$ cat config.mk
export PLATFORM = sky130hd
export DESIGN_NAME = snoop_controller
export DESIGN_NICKNAME = d
export VERILOG_FILES = /design/src/rtl/coherence_pkg.sv /design/src/rtl/coherence_line_table.sv /design/src/rtl/snoop_controller.sv
export SDC_FILE = /design/constraint.sdc
export NUM_CORES = 1
export LEC_CHECK = 0
export CAP_MARGIN = 20
export CORE_UTILIZATION = 45
export CTS_CLUSTER_DIAMETER = 60
export DETAILED_ROUTE_END_ITERATION = 10
export PLACE_DENSITY_LB_ADDON = 0.25
export SKIP_LAST_GASP = 1
export SLEW_MARGIN = 5
export SYNTH_ARGS = -nofsm -noshare
export SYNTH_HDL_FRONTEND = slang
export SYNTH_SLANG_ARGS = --single-unit
export TNS_END_PERCENT = 20
$ cat constraint.sdc
create_clock -name clock -period 1.9 [get_ports clock]
set_input_delay 0.38 -clock clock [delete_from_list [all_inputs] [get_ports clock]]
set_output_delay 0.38 -clock clock [all_outputs]
set_load 0.01 [all_outputs]
$ cat src/rtl/coherence_pkg.sv
// coherence_pkg: MSI line-state codes, bus message codes and snoop FSM encoding.
package coherence_pkg;
   localparam logic [1:0] ST_INVALID   = 2'b00;
   localparam logic [1:0] ST_SHARED    = 2'b01;
   localparam logic [1:0] ST_EXCLUSIVE = 2'b10;
   localparam logic [2:0] MSG_NONE    = 3'b000;
   localparam logic [2:0] MSG_RD_MISS = 3'b001;
   localparam logic [2:0] MSG_WR_MISS = 3'b010;
   localparam logic [2:0] MSG_INVAL   = 3'b011;
   typedef enum logic [1:0] {S_IDLE, S_LOOKUP, S_WRITEBACK, S_UPDATE} snoop_state_e;
endpackage

$ cat src/rtl/coherence_line_table.sv
// coherence_line_table: per-line MSI state and tag storage with one combinational read port.
module coherence_line_table
   import coherence_pkg::*;
#(
   parameter int NUM_LINES = 4,
   parameter int IDX_W     = 2,
   parameter int TAG_W     = 8
) (
   input  logic             clock,
   input  logic             reset,
   input  logic             snoop_we_i,
   input  logic [IDX_W-1:0] snoop_index_i,
   input  logic [1:0]       snoop_state_i,
   input  logic             local_we_i,
   input  logic [IDX_W-1:0] local_index_i,
   input  logic [TAG_W-1:0] local_tag_i,
   input  logic [1:0]       local_state_i,
   input  logic [IDX_W-1:0] rd_index_i,
   output logic [1:0]       rd_state_o,
   output logic [TAG_W-1:0] rd_tag_o
);
   logic [1:0]       state_q [NUM_LINES];
   logic [TAG_W-1:0] tag_q   [NUM_LINES];
   // The controller stalls same-index local writes while busy, so the two writers never collide.
   always_ff @(posedge clock or posedge reset) begin
      if (reset) begin
         state_q <= '{default: ST_INVALID};
         tag_q   <= '{default: '0};
      end else begin
         for (int i = 0; i < NUM_LINES; i++) begin
            if (snoop_we_i && snoop_index_i == IDX_W'(i)) begin
               state_q[i] <= snoop_state_i;
            end else if (local_we_i && local_index_i == IDX_W'(i)) begin
               state_q[i] <= local_state_i;
               tag_q[i]   <= local_tag_i;
            end
         end
      end
   end
   assign rd_state_o = state_q[rd_index_i];
   assign rd_tag_o   = tag_q[rd_index_i];
endmodule

$ cat src/rtl/snoop_controller.sv
// snoop_controller: bus-side MSI snooper; applies remote-request transitions and
// drives the writeback/abort handshake when a remote request hits an exclusive line.
module snoop_controller
   import coherence_pkg::*;
#(
   parameter int NUM_LINES = 4,
   parameter int IDX_W     = 2,
   parameter int TAG_W     = 8
) (
   input  logic             clock,
   input  logic             reset,
   input  logic             bus_valid,
   input  logic [2:0]       bus_msg,
   input  logic [IDX_W-1:0] bus_index,
   input  logic [TAG_W-1:0] bus_tag,
   output logic             bus_ready,
   input  logic             local_we,
   input  logic [IDX_W-1:0] local_index,
   input  logic [TAG_W-1:0] local_tag,
   input  logic [1:0]       local_state,
   output logic             local_stall,
   output logic             writeback_block,
   output logic             abort_access,
   output logic [IDX_W-1:0] wb_index,
   input  logic             wb_ack,
   output logic             snoop_done,
   output logic             snoop_hit,
   output logic             protocol_error
);
   snoop_state_e     state_q, state_d;
   logic [2:0]       msg_q;
   logic [IDX_W-1:0] idx_q;
   logic [TAG_W-1:0] tag_q;
   logic             done_q, done_d, hit_q, hit_d, perr_q, perr_d;
   logic [1:0]       rd_state;
   logic [TAG_W-1:0] rd_tag;
   logic             idle, accept, hit, rd_excl;
   assign idle    = state_q == S_IDLE;
   assign accept  = idle && bus_valid && (bus_msg inside {MSG_RD_MISS, MSG_WR_MISS, MSG_INVAL});
   assign hit     = rd_tag == tag_q && rd_state != ST_INVALID;
   assign rd_excl = rd_state == ST_EXCLUSIVE;
   always_comb begin
      state_d = state_q;
      done_d  = 1'b0;
      hit_d   = 1'b0;
      perr_d  = 1'b0;
      case (state_q)
         S_IDLE:      state_d = accept ? S_LOOKUP : S_IDLE;
         S_LOOKUP: begin
            state_d = !hit ? S_IDLE : (rd_excl && msg_q != MSG_INVAL) ? S_WRITEBACK : S_UPDATE;
            done_d  = !hit;
         end
         S_WRITEBACK: state_d = wb_ack ? S_UPDATE : S_WRITEBACK;
         S_UPDATE: begin
            state_d = S_IDLE;
            done_d  = 1'b1;
            hit_d   = 1'b1;
            perr_d  = msg_q == MSG_INVAL && rd_excl;
         end
         default:     state_d = S_IDLE;
      endcase
   end
   always_ff @(posedge clock or posedge reset) begin
      if (reset) begin
         state_q <= S_IDLE;
         msg_q   <= MSG_NONE;
         idx_q   <= '0;
         tag_q   <= '0;
         done_q  <= 1'b0;
         hit_q   <= 1'b0;
         perr_q  <= 1'b0;
      end else begin
         state_q <= state_d;
         done_q  <= done_d;
         hit_q   <= hit_d;
         perr_q  <= perr_d;
         if (accept) begin
            msg_q <= bus_msg;
            idx_q <= bus_index;
            tag_q <= bus_tag;
         end
      end
   end
   assign bus_ready       = idle;
   assign local_stall     = !idle && local_we && local_index == idx_q;
   assign writeback_block = state_q == S_WRITEBACK;
   assign abort_access    = writeback_block;
   assign wb_index        = writeback_block ? idx_q : '0;
   assign snoop_done      = done_q;
   assign snoop_hit       = hit_q;
   assign protocol_error  = perr_q;
   // A hit line is shared or exclusive; only a remote read miss leaves it readable.
   coherence_line_table #(.NUM_LINES(NUM_LINES), .IDX_W(IDX_W), .TAG_W(TAG_W)) u_table (
      .clock         (clock),
      .reset         (reset),
      .snoop_we_i    (state_q == S_UPDATE),
      .snoop_index_i (idx_q),
      .snoop_state_i (msg_q == MSG_RD_MISS ? ST_SHARED : ST_INVALID),
      .local_we_i    (local_we && !local_stall),
      .local_index_i (local_index),
      .local_tag_i   (local_tag),
      .local_state_i (local_state),
      .rd_index_i    (idx_q),
      .rd_state_o    (rd_state),
      .rd_tag_o      (rd_tag)
   );
endmodule

==> results.md, run 1 <==
* H-tree Lvls at 3
* Share of the synthesized area in the top cell type at 51.1%
* Synth Register Bits at 58
* Pint at 2.94 mW
* Post-Synthesis Cells at 225
* # setup viols final at 2
* Combinational share of power at 30.7%
* Maximum clock insertion buffer count at 2
* Worst path required time at 1520 ps
* Sw Share at 29.2%
* RSZ-0062 raised after global routing: true
* TritonCTS clock tree: yes
* PortBufs at 38
* Tot Pwr at 4.15 mW
* Setup CP Type: reg2out
* Worst setup SP type: flop
* Rows at 28
* Max-Slew Margin vs Limit at 77.2%
* Area grow syn2layout at 32.0%
* Fin crit period at 1940 ps
* Register area share after synthesis at 51.1%
* Wirelength, routed at 5860 µm
* # IOs at 39
* Synth warn at 0
* Avg WL per Cell at 15.8 µm
* First-pass GRT wire length at 9630 µm
* Synth cell count leaders: 58 x dfrtp_1, 33 x mux2_2, 13 x mux2i_1, 13 x xnor2_1, 11 x mux2_1
* DP Wirelength at 4280 µm
* Layout cells sized above 1 at 33.0%
* Drt first-iter violations at 61
* Post-synthesis xor/xnor area fraction at 4.93%
* Chip height at 81.5 µm
* Clock slew at reported path FFs at 60 ps
* Worst Path Max Fanout at 6
* Leakage power total at 1.63 nW
* Peak Freq at 0.515 GHz
* Switching pwr at 1.21 mW
* NumNets Final at 323
* PwrDens at 1110 nW/µm²
* Cells taking the most area after synthesis: dfrtp_1 51%, mux2_2 13%, mux2i_1 4.6%
* Compound-Gate Fraction of Synth Area at 7.18%
* Vias/cell at 5.27
* Simple-gate area share of the yosys netlist at 8.94%
* Total number of vias at 1962
* Worst slew pin tran at 335 ps
* TritonCTS Buffers at 9
* Failing checks: setup timing
* Largest net degree at the start of global routing at 59
* Max Cap Violations at 0
* Status: finished, violations left
* Initial Util at 47.4%
* Worst-skew pair later-pin latency at 330 ps
* Core Box Area at 5990 µm²
* Root Driver: clkbuf_8
* Mux share of post-synthesis cell area at 23.7%
* Final cycle utilization of the critical path at 102%
* Area leader, netlist: dfrtp_1
* CP arrival at 1560 ps
* Gpl congestion at 0.775
* Final hold violations at 0
* Syn avg cell area at 12.6 µm²
* Post-synthesis adder-cell area fraction at 0%
* Top_reg_cell synth: dfrtp_1
* Synth cell types at 42
* Pre-CTS setup slack at -366 ps
* Syn Nets at 255
* Most common cell in the netlist: dfrtp_1
* Die Width at 81.5 µm
* Max VDD drop at 0.641 mV
* Die area at 6640 µm²
* Drt pass-1 iters at 4
* Post-synth EDFFs at 0
* Reg power frac at 41.3%
* Vias in the first global route at 1989
* Class of the worst hold path: in2async
* ANT nets after route at 0
* DRC viols at 0
* Asr flop ratio synth at 100%
* Clk pwr share at 28.1%
* Main combinational cell family by area after synthesis: multiplexers
* Antenna Diode Count at 0
* Endpoint class of the critical path: output port
* GRT Overall Usage at 19.9%
* GRT overflow at 0
* Final Skew at 8.49 ps
* Initial antenna violation count at 0
* CTS Sinks at 58
* Final slew viol count at 0
* Synthesized area at 2840 µm²
* Final WS setup at -40.6 ps
==> state kept, by name, indices dropped and copies added, names as in the netlist, named ones only <==
signal,cells
u_table.state_q,8
u_table.tag_q,32
msg_q,3
state_q,1
tag_q,8
idx_q,2
snoop_done,1
snoop_hit,1
protocol_error,1
==> repair_timing <==
item	CTS	global route
gates resized for setup	4	19
setup endpoints to repair	9	22
hold endpoints to repair	0	0
buffers inserted	0	5
hold buffers	0	0
==> worst max-delay path: stages (launching register included) <==
cell and delay (ps):
dfrtp_2 470, buf_4 160, xor2_1 160, nor2_2 160, dlygate4sd2_1 280
==> placed cells by master, fill, tap and decap left out, types with 3 or more instances in the layout <==
master           instances
clkbuf_8                12
xor2_1                   3
clkdlybuf4s50_1         34
mux2i_1                 10
nor2_1                   6
nand2b_1                 4
dfrtp_2                  3
buf_4                   27
nor2b_1                  3
mux2_1                  11
mux2i_2                  3
o211ai_1                 4
dfrtp_1                 55
mux2_2                  33
o21ai_0                  9
nand3_1                  3
xnor2_1                 12
nand2_1                  9
inv_1                    7
==> power groups by stage <==
stage                     clock network, mW  registers, mW  logic [mW]
after detailed placement                  0           1.72        1.16
after global placement                    0           1.71        1.14
after global routing                   1.25           1.74        1.38
final                                  1.17           1.71        1.27
after CTS                              1.20           1.70        1.17
after floorplan                           0           1.65       0.873
==> cells by family (layout without fill, tap and decap cells) <==
kind of cell | count (synthesis) | count (layout)
DFF | 58 | 58
xor gates and xnor gates | 16 | 16
AOI/OAI and AO/OA | 29 | 29
buffers and inverters | 21 | 93
and+or+nand+nor | 42 | 42
muxes | 59 | 59
==> metal layers <==
| metal | track usage, % | vias up | part of all wire, % |
|---|---|---|---|
| met4 | 6.79 | 0 | 1.6 |
| met1 | 23.3 | 984 | 44 |
| met5 | 0 | - | 0 |
| met3 | 6.56 | 8 | 4.2 |
| li1 | - | 937 | - |
| met2 | 34.3 | 33 | 51 |
==> metrics by stage <==
step                cells  instance area [µm²]  setup TNS [ps]  util (%)  hold slack, ps
floorplan             225                 2840               0         -             464
global placement      352                 3440           -2840      57.4             474
detailed placement    352                 3440           -3020      57.4             480
CTS                   367                 3650            -885      60.9             431
global route          372                 3750            -648      62.6             451
finish                372                 3750           -80.5      62.6             428
==> final timing paths <==
path                              startpoint           endpoint  slack, ps  depth (start not counted)
setup / recovery                    idx_q[0]        local_stall        -40                          4
hold / removal                         reset     protocol_error        430                          3
setup reg to reg                    idx_q[1]         snoop_done          0                          6
hold reg to reg            u_table.tag_q[29]  u_table.tag_q[29]        490                          1
max in group asynchronous              reset           tag_q[0]       1210                          3
min in group clock         u_table.tag_q[29]  u_table.tag_q[29]        490                          1
==> layout make-up <==
cell class | count | area (µm²)
timing repair buffer | 69 | 647
sequential | 58 | 1460
multi-input combinational | 146 | 1320
tap | 75 | 93.8
clock buffer | 13 | 169
fill | 488 | 2240
inverter | 9 | 33.8
clock inverter | 2 | 35.0
Power figures use the tool's default switching activity.
==> inputs of run 2 (changes only) <==
==> constraint.sdc (replaced) <==
create_clock -name clock -period 2.2 [get_ports clock]
set_input_delay 0.44 -clock clock [delete_from_list [all_inputs] [get_ports clock]]
set_output_delay 0.44 -clock clock [all_outputs]
set_load 0.01 [all_outputs]
==> run 2 against run 1 <==
Worst hold slack lost 30 ps; critical path type unchanged; non-clock buffer count shrank 17; highest routed layer unchanged; the run now ends clean; largest power group unchanged; critical path depth shrank 1.
==> results.md, run 2 (synthesis gave the netlist of run 1 again) <==
* Max Cap Violations at 0 (unchanged)
* Tot Pwr at 3.22 mW (-22%)
* Fin Setup TNS at 0 ps (+80.5 ps)
* Drt first-iter violations at 71 (+16%)
* Wire length on met2 at 2840 µm (-4.0%)
* Pre-CTS setup slack at -195 ps (+171 ps)
* Die Width at 81.5 µm (unchanged)
* Layout cells sized above 1 at 25.7% (-7.3 points)
* Initial Util at 47.4% (unchanged)
* Vias in the first global route at 1910 (-4.0%)
* Top Layer Used: met4
* R2R Setup Slk at 160 ps (+160 ps)
* Drt pass-1 iters at 4 (unchanged)
* Die area at 6640 µm² (unchanged)
* Max VDD drop at 0.508 mV (-21%)
* Final slew viol count at 0 (unchanged)
* Reg with most FFs: u_table.tag_q
* PwrDens at 913 nW/µm² (-18%)
* Max reg flops at 32 (unchanged)
* Final hold violations at 0 (unchanged)
* Wirelength, routed at 5670 µm (-3.2%)
* TritonCTS Buffers at 9 (unchanged)
* Worst reg2reg path depth at 6 (unchanged)
* Reg2reg start: idx_q[1]
* Peak Freq at 0.458 GHz
* Leakage power total at 1.49 nW (-9.0%)
* Final WS setup at 16.2 ps (+56.7 ps)
* Fin crit period at 2180 ps
* Area of the multi-input gates at 1280 µm² (-3.0%)
* Initial antenna violation count at 0 (unchanged)
* DP Wirelength at 4300 µm (+0.51%)
* H-tree Lvls at 3 (unchanged)
* Class of the worst hold path: in2async
* Total number of vias at 1906 (-2.9%)
* Maximum clock insertion buffer count at 2 (unchanged)
* GRT Overall Usage at 19.4% (-0.49 points)
* Chip height at 81.5 µm (unchanged)
* Worst Path Max Fanout at 6 (unchanged)
* Rows at 28 (unchanged)
* Filler cell count at 521 (+6.8%)
* NumNets Final at 306 (-5.3%)
* Antenna Diode Count at 0 (unchanged)
* Root Driver: clkbuf_8
* Endpoint class of the critical path: output port
* ANT nets after route at 0 (unchanged)
* Worst-skew pair later-pin latency at 330 ps (about the same)
* Avg WL per Cell at 16.0 µm (+1.4%)
* Worst path required time at 1760 ps (+240 ps)
* GRT overflow at 0 (unchanged)
* Clock slew at reported path FFs at 60 ps (about the same)
* TritonCTS clock tree: yes
* Core Box Area at 5990 µm² (unchanged)
* First-pass GRT wire length at 9360 µm (-2.7%)
* Status: finished, final reports clean
* Max-Slew Margin vs Limit at 59.2% (-18 points)
* Vias/cell at 5.37 (+1.8%)
* Worst slew pin tran at 607 ps (+272 ps)
* Met1 WL at 2530 µm (-1.3%)
* Most frequent cells in the layout: 57 x dfrtp_1, 36 x clkdlybuf4s50_1, 33 x mux2_2
* Worst setup SP type: flop
* CTS Hold Bufs at 0 (unchanged)
* CP arrival at 1740 ps (+180 ps)
* RSZ-0062 raised after global routing: true
* Most common cell after layout, fill and taps aside: dfrtp_1
* # setup viols final at 0 (-2)
* Setup CP Type: reg2out
* # IOs at 39 (unchanged)
* Met3 WL at 244 µm (unchanged)
* PortBufs at 38 (unchanged)
* Number of setup buffers added after CTS at 0 (unchanged)
* Reg area at 1450 µm² (-0.17%)
* DRC viols at 0 (unchanged)
* Top Registers: u_table.tag_q: 32 flops, tag_q: 8 flops, u_table.state_q: 8 flops
* Largest net degree at the start of global routing at 44 (-25%)
* Area grow syn2layout at 24.2%
* CTS Sinks at 58 (unchanged)
* Final cycle utilization of the critical path at 99.3%
* Final Skew at 5.98 ps (-2.51 ps)
* Gpl congestion at 0.811 (+4.6%)
## run 2: cell count changes in the layout (fill, tap and decap cells not counted), sizes merged
cell	before	now
dlygate4sd2	2	1
bufinv	1	0
buf	31	14
clkinvlp	0	2
clkbuf	13	9
clkinv	1	4
dlymetal6s2s	2	1
clkdlybuf4s50	34	36
## run 2: final cells by class
class                   count  area share [%]
clock buffers               9            3.51
clock inverters             6           0.993
inverters                   9           0.957
multi-input cells         146            36.2
flip-flops and latches     58            41.2
well taps                  75            2.66
repair buffers             52            14.5
## run 2: worst max-delay path by stage
| stage | start | to | slack, ps | depth (start not counted) |
|---|---|---|---|---|
| 2_1_floorplan | reset | async pin | 330 | 1 |
| 3_3_place_gp | local_index[1] | local_stall | -190 | 5 |
| 3_5_place_dp | local_index[1] | local_stall | -190 | 5 |
| 4_1_cts | state_q[0] | bus_ready | -90 | 4 |
| 5_1_grt | state_q[0] | wb_index[1] | -90 | 3 |
| 6_report | state_q[0] | wb_index[0] | 20 | 3 |
## run 2: per-stage QoR
| stage | hold slack (ps) | utilization [%] | instances | cell area, µm² |
|---|---|---|---|---|
| floorplan | 464 | - | 225 | 2840 |
| global placement | 473 | 56.1 | 340 | 3360 |
| detailed placement | 480 | 56.1 | 340 | 3360 |
| CTS | 401 | 58.8 | 355 | 3520 |
| global route | 416 | 58.9 | 355 | 3530 |
| finish | 397 | 58.9 | 355 | 3530 |
## run 2: power by group
group / internal [mW] / switching, mW
Combinational: 0.519 / 0.441
Sequential: 1.30 / 0.160
Clock: 0.392 / 0.407
Total: 2.21 / 1.01
## run 2: per-layer routing
layer	global-route usage, %	vias to the layer above
met1	23.7	939
met4	5.18	0
li1	-	910
met2	32.8	49
met3	6.44	8
met5	0	-
## run 2: critical path, stage by stage (launching register included)
cell and delay (ps):
dfrtp_2 430, nor2b_1 280, and2_1 170, clkdlybuf4s50_1 530
## run 2: repair_timing
item                                   4_1_cts  5_1_grt
pin swaps                                    0        0
cloned                                       0        0
resized for setup                            2        3
setup endpoints to repair                    4        6
endpoints found under the hold margin        0        0
